[src/rtl/alu_pkg.sv]
// Shared types for the iterative ALU: op encodings, FSM states and op-class helper.
package alu_pkg;

    typedef enum logic [3:0] {
        ALU_ADD  = 4'b0000,
        ALU_SUB  = 4'b0001,
        ALU_AND  = 4'b0010,
        ALU_OR   = 4'b0011,
        ALU_XOR  = 4'b0100,
        ALU_SLL  = 4'b0101,
        ALU_SRL  = 4'b0110,
        ALU_SRA  = 4'b0111,
        ALU_SLT  = 4'b1000,
        ALU_SLTU = 4'b1001
    } alu_op_e;

    typedef enum logic [1:0] {
        ST_IDLE  = 2'd0,
        ST_SHIFT = 2'd1,
        ST_RESP  = 2'd2
    } alu_state_e;

    // True for ops that go through the iterative shifter.
    function automatic logic is_shift(alu_op_e op);
        return (op == ALU_SLL) || (op == ALU_SRL) || (op == ALU_SRA);
    endfunction

endpackage

[src/rtl/alu_shifter_iter.sv]
// Iterative shifter: loads an operand and shift amount, then shifts by up to
// SHIFT_STEP bits per cycle until the remaining count reaches zero.
// Ports:
//   clk, rst_n  clock / async active-low reset
//   load        capture data_in, shamt_in, dir, arith
//   dir         1 = right shift, 0 = left shift (sampled on load)
//   arith       1 = sign-fill on right shift (sampled on load)
//   data_in     operand to shift
//   shamt_in    total shift amount
//   result_c    value after the current cycle's step (combinational)
//   done_c      the current cycle's step is the final one (combinational)
module alu_shifter_iter #(
    parameter int unsigned XLEN       = 32,
    parameter int unsigned SHIFT_STEP = 1
) (
    input  logic                       clk,
    input  logic                       rst_n,
    input  logic                       load,
    input  logic                       dir,
    input  logic                       arith,
    input  logic [XLEN-1:0]            data_in,
    input  logic [$clog2(XLEN)-1:0]    shamt_in,
    output logic [XLEN-1:0]            result_c,
    output logic                       done_c
);

    localparam int unsigned SHAMT_W = $clog2(XLEN);
    // One extra bit so SHIFT_STEP == XLEN is representable.
    localparam int unsigned CNT_W   = SHAMT_W + 1;

    logic [XLEN-1:0]    data_q, data_d;
    logic [SHAMT_W-1:0] rem_q, rem_d;
    logic               dir_q, dir_d;
    logic               arith_q, arith_d;
    logic [CNT_W-1:0]   step;
    logic [XLEN-1:0]    shifted;

    // Step = min(SHIFT_STEP, remaining); compute the shifted value and next state.
    always_comb begin
        data_d  = data_q;
        rem_d   = rem_q;
        dir_d   = dir_q;
        arith_d = arith_q;

        step = (CNT_W'(rem_q) < CNT_W'(SHIFT_STEP)) ? CNT_W'(rem_q) : CNT_W'(SHIFT_STEP);

        if (!dir_q) begin
            shifted = data_q << step;
        end else if (arith_q) begin
            shifted = $signed(data_q) >>> step;
        end else begin
            shifted = data_q >> step;
        end

        result_c = shifted;
        done_c   = (rem_q != '0) && (CNT_W'(rem_q) <= CNT_W'(SHIFT_STEP));

        if (load) begin
            data_d  = data_in;
            rem_d   = shamt_in;
            dir_d   = dir;
            arith_d = arith;
        end else if (rem_q != '0) begin
            data_d = shifted;
            // step never exceeds rem_q here, so it fits in SHAMT_W bits.
            rem_d  = rem_q - SHAMT_W'(step);
        end
    end

    always_ff @(posedge clk or negedge rst_n) begin
        if (!rst_n) begin
            data_q  <= '0;
            rem_q   <= '0;
            dir_q   <= 1'b0;
            arith_q <= 1'b0;
        end else begin
            data_q  <= data_d;
            rem_q   <= rem_d;
            dir_q   <= dir_d;
            arith_q <= arith_d;
        end
    end

endmodule

[src/rtl/alu_iter.sv]
// Handshaked RV32I-style ALU: single-cycle logic/arith/compare ops and an
// iterative shifter, with registered result, zero and illegal-op flags.
// Ports:
//   clk, rst_n           clock / async active-low reset
//   in_valid, in_ready   request handshake (in_ready is combinational from out_ready)
//   alu_sel, reg1, reg2  op select and operands, sampled on accept
//   out_valid, out_ready response handshake
//   ALU_Out, zero, illegal  registered result and flags
module alu_iter
    import alu_pkg::*;
#(
    parameter int unsigned XLEN       = 32,
    parameter int unsigned SHIFT_STEP = 1
) (
    input  logic            clk,
    input  logic            rst_n,
    input  logic            in_valid,
    output logic            in_ready,
    input  logic [3:0]      alu_sel,
    input  logic [XLEN-1:0] reg1,
    input  logic [XLEN-1:0] reg2,
    output logic            out_valid,
    input  logic            out_ready,
    output logic [XLEN-1:0] ALU_Out,
    output logic            zero,
    output logic            illegal
);

    localparam int unsigned SHAMT_W = $clog2(XLEN);

    alu_state_e         state_q, state_d;
    logic [XLEN-1:0]    alu_out_q, alu_out_d;
    logic               zero_q, zero_d;
    logic               illegal_q, illegal_d;

    alu_op_e            op;
    logic [SHAMT_W-1:0] shamt;
    logic [XLEN-1:0]    op_res;
    logic               op_ill;
    logic               accept;
    logic               sh_load;
    logic [XLEN-1:0]    sh_result;
    logic               sh_done;

    assign op     = alu_op_e'(alu_sel);
    assign shamt  = reg2[SHAMT_W-1:0];

    assign in_ready  = (state_q == ST_IDLE) || ((state_q == ST_RESP) && out_ready);
    assign accept    = in_valid && in_ready;
    assign out_valid = (state_q == ST_RESP);
    assign ALU_Out   = alu_out_q;
    assign zero      = zero_q;
    assign illegal   = illegal_q;

    // Single-cycle op unit; shifts pass reg1 through (only used when shamt is zero).
    always_comb begin
        op_res = '0;
        op_ill = 1'b0;
        case (op)
            ALU_ADD:  op_res = reg1 + reg2;
            ALU_SUB:  op_res = reg1 - reg2;
            ALU_AND:  op_res = reg1 & reg2;
            ALU_OR:   op_res = reg1 | reg2;
            ALU_XOR:  op_res = reg1 ^ reg2;
            ALU_SLL,
            ALU_SRL,
            ALU_SRA:  op_res = reg1;
            ALU_SLT:  op_res = {{(XLEN-1){1'b0}}, ($signed(reg1) < $signed(reg2))};
            ALU_SLTU: op_res = {{(XLEN-1){1'b0}}, (reg1 < reg2)};
            default:  op_ill = 1'b1;
        endcase
    end

    alu_shifter_iter #(
        .XLEN       (XLEN),
        .SHIFT_STEP (SHIFT_STEP)
    ) u_shifter (
        .clk      (clk),
        .rst_n    (rst_n),
        .load     (sh_load),
        .dir      (op != ALU_SLL),
        .arith    (op == ALU_SRA),
        .data_in  (reg1),
        .shamt_in (shamt),
        .result_c (sh_result),
        .done_c   (sh_done)
    );

    // Next-state and output-register logic.
    always_comb begin
        state_d   = state_q;
        alu_out_d = alu_out_q;
        zero_d    = zero_q;
        illegal_d = illegal_q;
        sh_load   = 1'b0;

        case (state_q)
            ST_IDLE, ST_RESP: begin
                if ((state_q == ST_RESP) && out_ready) begin
                    state_d = ST_IDLE;
                end
                if (accept) begin
                    if (is_shift(op) && (shamt != '0)) begin
                        sh_load = 1'b1;
                        state_d = ST_SHIFT;
                    end else begin
                        alu_out_d = op_res;
                        zero_d    = (op_res == '0);
                        illegal_d = op_ill;
                        state_d   = ST_RESP;
                    end
                end
            end
            ST_SHIFT: begin
                if (sh_done) begin
                    alu_out_d = sh_result;
                    zero_d    = (sh_result == '0);
                    illegal_d = 1'b0;
                    state_d   = ST_RESP;
                end
            end
            default: state_d = ST_IDLE;
        endcase
    end

    always_ff @(posedge clk or negedge rst_n) begin
        if (!rst_n) begin
            state_q   <= ST_IDLE;
            alu_out_q <= '0;
            zero_q    <= 1'b0;
            illegal_q <= 1'b0;
        end else begin
            state_q   <= state_d;
            alu_out_q <= alu_out_d;
            zero_q    <= zero_d;
            illegal_q <= illegal_d;
        end
    end

endmodule

[config.mk]
export PLATFORM = sky130hd
export DESIGN_NAME = alu_iter
export DESIGN_NICKNAME = d
export VERILOG_FILES = /design/src/rtl/alu_pkg.sv /design/src/rtl/alu_shifter_iter.sv /design/src/rtl/alu_iter.sv
export SDC_FILE = /design/constraint.sdc
export NUM_CORES = 1
export LEC_CHECK = 0
export CELL_PAD_IN_SITES_DETAIL_PLACEMENT = 0
export CELL_PAD_IN_SITES_GLOBAL_PLACEMENT = 2
export CORE_ASPECT_RATIO = 0.75
export CORE_UTILIZATION = 34
export CTS_CLUSTER_DIAMETER = 200
export DETAILED_ROUTE_END_ITERATION = 16
export PLACE_DENSITY = 0.95
export SLEW_MARGIN = 20
export SYNTH_ARGS = -nofsm -noshare
export SYNTH_HDL_FRONTEND = slang
export SYNTH_SLANG_ARGS = --single-unit
export TNS_END_PERCENT = 20
[constraint.sdc]
create_clock -name clk -period 3.9 [get_ports clk]
set_clock_uncertainty 0.15 [all_clocks]
set_input_delay 1.17 -clock clk [delete_from_list [all_inputs] [get_ports clk]]
set_output_delay 1.17 -clock clk [all_outputs]
set_load 0.01 [all_outputs]
# ---- Word-level counts from Yosys, hierarchy flattened
# Index checks and enable logic that the tools add are counted.
dict set report totals {
  inputBits 72
  reg_bits 75
}
dict set report op_classes {
  n_reduce_logical 20
  n_lt_le_gt_ge 4
  muxes 29
  bitwise 3
  n_addsub 3
  eq_ne 16
  shifts 3
}
# op n
set op_table {}
lappend op_table {{32-bit one-hot mux with 8 select lines} 1}
lappend op_table {{32-bit 2-to-1 mux} 7}
lappend op_table {{32-bit zero test} 2}
lappend op_table {{32-bit less-than comparator} 2}
lappend op_table {{32-bit one-hot mux with 2 select lines} 1}
lappend op_table {{32-bit adder} 1}
lappend op_table {{32-bit AND} 1}
lappend op_table {{32-bit bitwise OR} 1}
lappend op_table {{32-bit by 6-bit left shift with 32-bit output} 1}
lappend op_table {{32-bit by 6-bit right shift with 32-bit output} 1}
lappend op_table {{32-bit by 6-bit >>> shifter with 32-bit output} 1}
lappend op_table {{32-bit subtractor} 1}
lappend op_table {{32-bit bitwise XOR} 1}
lappend op_table {{4-bit by 3-bit equality test with 1-bit output, second input constant} 4}
lappend op_table {{5-bit 2-to-1 mux} 3}
lappend op_table {{1-bit 2-to-1 mux} 10}
lappend op_table {{5-bit nonzero test} 2}
lappend op_table {{10-bit OR reduction} 1}
lappend op_table {{4-bit by 2-bit equality test with 1-bit output, second input constant} 2}
lappend op_table {{4-bit equality test, second input constant} 2}
lappend op_table {{2-bit 2-to-1 mux} 4}
lappend op_table {{2-bit != test, second input constant} 3}
lappend op_table {{5-bit by 1-bit less-or-equal comparator with 1-bit output, second input constant} 1}
lappend op_table {{5-bit by 1-bit less-than comparator with 1-bit output, second input constant} 1}
lappend op_table {{other kinds (17)} 24}

# ---- Longest topological paths before layout
# Gate-level depths: netlist (run 1).
dict set report logic_depth {
  depth_word 8
  depth_mapped 14
}

# ---- Hierarchy
# Synthesis (run 1) repeated with hierarchy kept, for this count alone.
dict set report hier_totals {
  cells_unflattened 1362
  hier_area_um2 10518.8
}
# mod cells_each instances seq_area_each_um2 area_each_um2
set by_module_without_submodules {}
lappend by_module_without_submodules {alu_iter 1071 1 900.9 7806.2}
lappend by_module_without_submodules {alu_shifter_iter 291 1 975.9 2712.6}

# ---- Worst setup path after synthesis (run 1)
# No wires, ideal clock.
dict set report synth_path {
  kind {input port to flip-flop}
  from {input port reg1[0]}
  to {register zero_q (netlist: zero)}
  cell_stages 14
  path_buffers 0
  t_required_ns 3.674
  slack_ns -0.521
  arrival_ns 4.194
  cell_sequence {inv_1 > ha_1 > fa_1 > nor2_1 > o211ai_1 > a211oi_2 > a21oi_1 > a211o_1 > a211oi_1 > nand4_1 > a2111oi_2 > nand4b_1 > or4_1 > o21ai_1}
}
dict set report synth_between {
  elab_chain_cells 6
  word_cells_on_any_way 12
  classes_between {2 x add/sub; 2 x order compare; 4 x mux; 3 x bitwise; 1 x reduce/logical}
}
# item line_no
set synth_rtl {}
lappend synth_rtl {{start, declared} alu_iter.sv:20} ;# input logic [XLEN-1:0] reg1,
lappend synth_rtl {{32-bit subtractor, or another cell as far along} alu_iter.sv:61} ;# ALU_SUB: op_res = reg1 - reg2;
lappend synth_rtl {{32-bit one-hot mux with 8 select lines *} alu_iter.sv:59} ;# case (op)
lappend synth_rtl {{32-bit zero test *} alu_iter.sv:108} ;# zero_d = (op_res == '0);
lappend synth_rtl {{1-bit 2-to-1 mux *} alu_iter.sv:103} ;# if (is_shift(op) && (shamt != '0)) begin
lappend synth_rtl {{1-bit 2-to-1 mux *} alu_iter.sv:102} ;# if (accept) begin
lappend synth_rtl {{1-bit one-hot mux with 2 select lines *} alu_iter.sv:97} ;# case (state_q)
lappend synth_rtl {{end signal, assigned} alu_iter.sv:135} ;# zero_q <= zero_d;
lappend synth_rtl {{end, declared} alu_iter.sv:33} ;# logic zero_q, zero_d;
# Mark *: on every way between the ends. The rest lies on a longest branch, timed or not. The select of a mux whose other input is x is not followed.
# A chain may end at the register's enable or synchronous reset.

# ---- Worst setup path after layout (run 1)
dict set report layout_path {
  from {input port reg1[1]}
  to {register zero_q (netlist: zero)}
}
# Same word-level chain as after synthesis.

==> impl_metrics.yaml, run 1 <==
status:
  outcome: "complete, but fails checks"
  violations: "setup timing"
yosys:
  async_flop_share_pct: 100
  synth-edff-count: 0
  ys_seq_area_share_pct: 18.9
  synth_top_area_share_pct: 18.9
  avgSynthCellArea_um2: 7.24
  synth_commonest_cells: "167 x nand2_1, 133 x a21oi_1, 131 x nor2_1"
  synth_area_leaders: "dfrtp_1 19%, ha_1 14%, a21oi_1 6.7%"
  synth_nets: 1562
  synthCells: 1374
  yosys_most_used_dff: "dfrtp_1"
  yosys.cell_types.count: 86
  synth.most_common_cell: "nand2_1"
  syn-cell-area_um2: 9950
  yosys_warnings: 0
  ys_ff_latch: 75
  yosysTopAreaCell: "dfrtp_1"
critical_path:
  ff2ff_path_depth: 10
  crit_top_cell: "buf_6"
  critPathMaxFanout: 4
  worst_setup_path_end_kind: "flip-flop"
  crit_type: "input port to flip-flop"
  slowest_stage: "or4_1"
  worstPathCellList: "buf_8 > clkinvlp_4 > buf_6 > ha_4 > o21bai_4 > a2111oi_4 > o31ai_4 > buf_12 > a22o_4 > buf_6 > a221oi_4 > buf_4 > o211ai_1 > a21oi_1 > o21a_1 > nand2_1 > or4_1 > o21ai_1"
  worst_ep_required_time_ns: 4.02
  critical_path_arrival_ns: 4.61
  max_stage_delay_ns: 0.50
  crit_path_start_kind: "input port"
floorplan:
  rows: 53
  initial_core_util_pct: 35.1
  die_h_um: 150
  io_pins: 108
  fp.dieW_um: 200
  core-area_um2: 28400
  die-area_um2: 30000
clock_network:
  clockBufferDepth: 2
  cts_tree: "done"
  numClockSinks: 75
  htreeDepth: 3
  path_clk_slew_ns: 0.06
  cts-buffers-inserted: 9
  insertion_delay_ns: 0.34
  cts_root_buffer: "clkbuf_16"
placement:
  place.gp.congestion: 1.05
  io_buffers: 107
  dp.cells: 2192
  hpwl_um: 35500
sta:
  hold_slack_ns: 0.315
  setup_viol: 17
  fin_crit_ns: 4.50
  slew_violations: 0
  rsz0062_at_grt: "true"
  fin_ws_ns: -0.597
  finalSetupTns_ns: -4.42
  timing_worst_slew_pin_value_ns: 1.01
  hold_violations: 0
  fmax_mhz: 222
  period_share_pct: 115
  slew_headroom_pct: 32.6
flow_run:
  maxCapViolations: 0
grt:
  antenna_found_initial: 2
  overflow: 0
  grt_pass1_wl_um: 70700
  grt_max_degree: 76
  grt_use_total_pct: 30.8
  first_global_vias: 12500
layout:
  final_cells: 2277
  area_delta_synth_final_pct: 67.0
  post_route_cells_drive_above_1_share_pct: 41.0
  fin_nets: 2074
pwr:
  power_mw: 6.06
  power.switching_mw: 2.58
  combPwrFrac_pct: 61.7
  vdd_ir_drop_max_mv: 0.237
  clkPwrFrac_pct: 14.7
  intPower_mw: 3.48
  p_leak_nw: 7.58
  pwr-share-seq_pct: 23.6
  power.density_nw_per_um2: 365
  swShare_pct: 42.6
min_path:
  worstHoldPathCells: 2
  hold_path_class: "flip-flop to flip-flop"
routing:
  ant_nets: 0
  dr.pass1.iters: 6
  via_per_inst: 5.73
  drt_iter0_drc: 1487
  dr_total_vias: 13000
  drt-total-wl_um: 46700
  wl_per_cell_um: 20.5
  drc: 0
-- layout by cell type, fill, tap and decap left out, types with 19 or more instances in the layout --
cell             count
buf_4              451
nand2_1            162
nor2_1             125
a21oi_1            102
o21ai_0             94
dfrtp_1             75
ha_1                73
inv_1               68
clkdlybuf4s50_1     62
mux2i_1             46
ha_4                31
inv_2               29
a21oi_2             28
buf_6               28
dlygate4sd2_1       21
nand4_1             19
-- cell type report --
cell class,count,area [µm²]
Clock inverter,6,90.1
Fill cell,2592,11800
Multi-Input combinational cell,1110,8730
Sequential cell,75,1880
Inverter,100,384
Antenna cell,1,2.50
Clock buffer,10,229
Timing Repair Buffer,590,4830
Tap cell,385,482
-- worst paths after layout --
check                           slack [ns]                      startpoint                                to
min in group asynchronous             0.82                           rst_n            ALU_Out[2]$_DFFE_PN0P_
worst max-delay path                 -0.60                         reg1[1]                  zero$_DFFE_PN0P_
max in group asynchronous             2.18                           rst_n  u_shifter.data_q[30]$_DFFE_PN0P_
worst max register to register        0.40  u_shifter.rem_q[4]$_DFFE_PN0P_                  zero$_DFFE_PN0P_
worst min register to register        0.31          ALU_Out[7]$_DFFE_PN0P_            ALU_Out[7]$_DFFE_PN0P_
worst min-delay path                  0.31          ALU_Out[7]$_DFFE_PN0P_            ALU_Out[7]$_DFFE_PN0P_
-- cells by family after synthesis --
kind of cell | after synthesis | synth area share [%]
simple gates | 482 | 23.1
flops | 75 | 18.9
fa+ha+maj | 116 | 14.7
xor+xnor | 9 | 0.792
buf+inv | 189 | 7.43
mux | 54 | 5.53
compound gates | 449 | 29.6
-- critical path, delay by kind of cell --
kind | cells | cell delay [ns]
adder cells (fa/ha/maj) | 1 | 0.28
AO/OA/AOI/OAI | 9 | 1.82
AND/OR/NAND/NOR | 2 | 0.57
buffers and inverters | 6 | 0.75
-- stage by stage --
step                      cell area (µm²)  util, %  setup slack (ns)
after floorplan                     10000        -            -0.277
after global placement              14400     50.9             -1.40
after detailed placement            14400     50.9             -1.44
after CTS                           16300     57.5            -0.464
after global routing                16600     58.5            -0.677
final                               16600     58.6            -0.597
-- timing repair --
action                                  in CTS  in global routing
endpoints found under the setup margin      25                 25
hold buffers                                 0                  0
setup buffers                               63                  8
gates resized for setup                    363                 56
pin swaps                                   93                 42
-- flip-flops by register name, summed over array words and instances, names as in the netlist --
register and flops:
zero 1, u_shifter.rem_q 5, state_q 2, ALU_Out 32
u_shifter.dir_q 1, u_shifter.data_q 32, u_shifter.arith_q 1, illegal 1
-- power groups by stage --
stage,combinational [mW],clock [mW],sequential (mW)
finish,3.74,0.888,1.43
global route,4.05,0.934,1.48
CTS,3.57,0.900,1.43
detailed placement,3.26,0,1.44
global placement,3.20,0,1.42
floorplan,1.69,0,1.42
-- layer usage --
layer / vias to the layer above / global-route usage [%] / part of all wire [%] / routed length [µm]
li1: 5968 / - / - / -
met2: 777 / 45.1 / 42 / 19400
met1: 6159 / 43.3 / 43 / 19900
met3: 140 / 8.94 / 13 / 5900
met4: 0 / 9.12 / 3.1 / 1430
met5: - / 0 / 0 / 0
Power figures use the tool's default switching activity.
==> inputs of run 2 (changes only) <==
Settings changed: CORE_MARGIN from default to 3, GPL_ROUTABILITY_DRIVEN from default to 0, SETUP_SLACK_MARGIN from default to 0.2.
==> impl_metrics.yaml, run 2 (same netlist as run 1, synthesis figures left out) <==
routing:
  wl_per_cell_um: 20.9
  dr.pass1.iters: 5
  via_per_inst: 5.68
  ant_nets: 0
  drt_iter0_drc: 1379
  dr_total_vias: 13100
  drt-total-wl_um: 48000
  drc: 0
critical_path:
  worst_ep_required_time_ns: 4.02
  reg2reg_to: "zero$_DFFE_PN0P_"
  critPathMaxFanout: 4
  timing.rr.start: "u_shifter.rem_q[4]$_DFFE_PN0P_"
  setup.worst_path.start: "reg2[0]"
  crit_type: "input port to flip-flop"
  crit_end: "zero$_DFFE_PN0P_"
  crit_path_start_kind: "input port"
  critical_path_arrival_ns: 4.53
  worst_setup_path_end_kind: "flip-flop"
  ff2ff_path_depth: 12
  r2r_setup_slack_ns: 0.58
layout:
  final_cells: 2301
  stdcell_area_um2: 16800
  post_route_cells_drive_above_1_share_pct: 41.0
  final_cell_mix: "466 x buf_4, 160 x nand2_1, 124 x nor2_1"
  fin_nets: 2097
  layout_commonest_cell: "buf_4"
  area_delta_synth_final_pct: 68.4
min_path:
  hold_path_class: "flip-flop to flip-flop"
pwr:
  power_mw: 6.12
  vdd_ir_drop_max_mv: 0.251
  p_leak_nw: 7.70
  power.density_nw_per_um2: 365
placement:
  dp.cells: 2201
  hpwl_um: 36300
  place_area_um2: 14500
  io_buffers: 107
  place_ws_ns: -1.42
sta:
  fmax_mhz: 227
  hold_violations: 0
  setup_viol: 17
  fin_crit_ns: 4.41
  slew_violations: 0
  slew_headroom_pct: 35.6
  period_share_pct: 113
  rsz0062_at_grt: "true"
  fin_ws_ns: -0.511
  timing_worst_slew_pin_value_ns: 0.965
floorplan:
  core-area_um2: 28400
  rows: 53
  fp.dieW_um: 204
  die-area_um2: 31400
  initial_core_util_pct: 35.0
  io_pins: 108
  die_h_um: 154
clock_network:
  cts_root_buffer: "clkbuf_16"
  path_clk_slew_ns: 0.06
  clockBufferDepth: 2
  numClockSinks: 75
  cts-buffers-inserted: 9
  cts_tree: "done"
  insertion_delay_ns: 0.34
  htreeDepth: 3
grt:
  first_global_vias: 13000
  grt_use_total_pct: 29.4
  overflow: 0
  grt_pass1_wl_um: 72900
  grt_max_degree: 76
  antenna_found_initial: 1
status:
  violations: "setup timing"
  outcome: "complete, but fails checks"
flow_run:
  maxCapViolations: 0
## run 2: cell types whose count changed in the layout (fill, tap and decap cells not counted), moves of 4 or more
| cell | delta |
|---|---|
| nand3_2 | -4 |
| ha_4 | -5 |
| buf_6 | +7 |
| clkdlybuf4s15_2 | -4 |
| ha_1 | +6 |
| buf_4 | +15 |
| dlygate4sd2_1 | +9 |
| buf_8 | +4 |
## run 2: per-stage QoR
stage               setup TNS (ns)  util, %  hold WS (ns)
finish                       -2.92     58.9         0.314
global route                 -4.39     58.9         0.335
CTS                          -1.54     58.2         0.318
detailed placement          -25.59     51.0         0.306
global placement            -24.10     51.0         0.301
floorplan                   -0.514        -         0.289
## run 2: worst max-delay path, stage by stage
cell and delay (ns):
buf_8 0.11, buf_6 0.11, ha_4 0.16, fa_2 0.37, nor2_4 0.14, o211ai_1 0.16
a211oi_2 0.21, buf_4 0.16, a21oi_2 0.07, a211o_1 0.31, a211oi_2 0.27, nand4_1 0.23
a2111oi_4 0.39, nand4b_1 0.15, or4_1 0.41, o21ai_1 0.12
## run 2: power breakdown
part	internal (mW)	leakage, nW	switching [mW]	total (mW)
combinational	1.80	6.63	1.98	3.78
sequential	1.13	0.916	0.296	1.43
clock	0.594	0.159	0.319	0.913
total	3.52	7.70	2.59	6.12
## run 2: worst min-delay path by stage
| stage | cells past startpoint | startpoint | end |
|---|---|---|---|
| floorplan | 2 | u_shifter.arith_q$_DFFE_PN0P_ | u_shifter.arith_q$_DFFE_PN0P_ |
| global placement | 2 | ALU_Out[27]$_DFFE_PN0P_ | ALU_Out[27]$_DFFE_PN0P_ |
| CTS | 2 | ALU_Out[1]$_DFFE_PN0P_ | ALU_Out[1]$_DFFE_PN0P_ |
| global route | 2 | ALU_Out[1]$_DFFE_PN0P_ | ALU_Out[1]$_DFFE_PN0P_ |
| detailed placement | 2 | ALU_Out[27]$_DFFE_PN0P_ | ALU_Out[27]$_DFFE_PN0P_ |
| finish | 2 | ALU_Out[1]$_DFFE_PN0P_ | ALU_Out[1]$_DFFE_PN0P_ |
## run 2: per-layer routing
metal	part of all wire, %	routed length [µm]	track usage, %
met5	0	0	0
met4	3.0	1440	8.32
met3	12	5870	9.49
met2	42	20300	44.3
met1	43	20400	40.5
## run 2: cell type report
type                       instances  area, µm²
clock inverter                     4       72.6
multi-input combinational       1110       8680
inverter                         100        389
tap                              385        482
antenna                            2       5.00
fill                            2493      11700
sequential                        75       1880
timing repair buffer             613       5000
clock buffer                      12        256
## run 2: repair_timing
item / CTS / global route
pin swaps: 113 / 40
hold buffers: 0 / 0
buffers inserted: 78 / 4
resized for setup: 378 / 37
endpoints found under the setup margin: 30 / 29
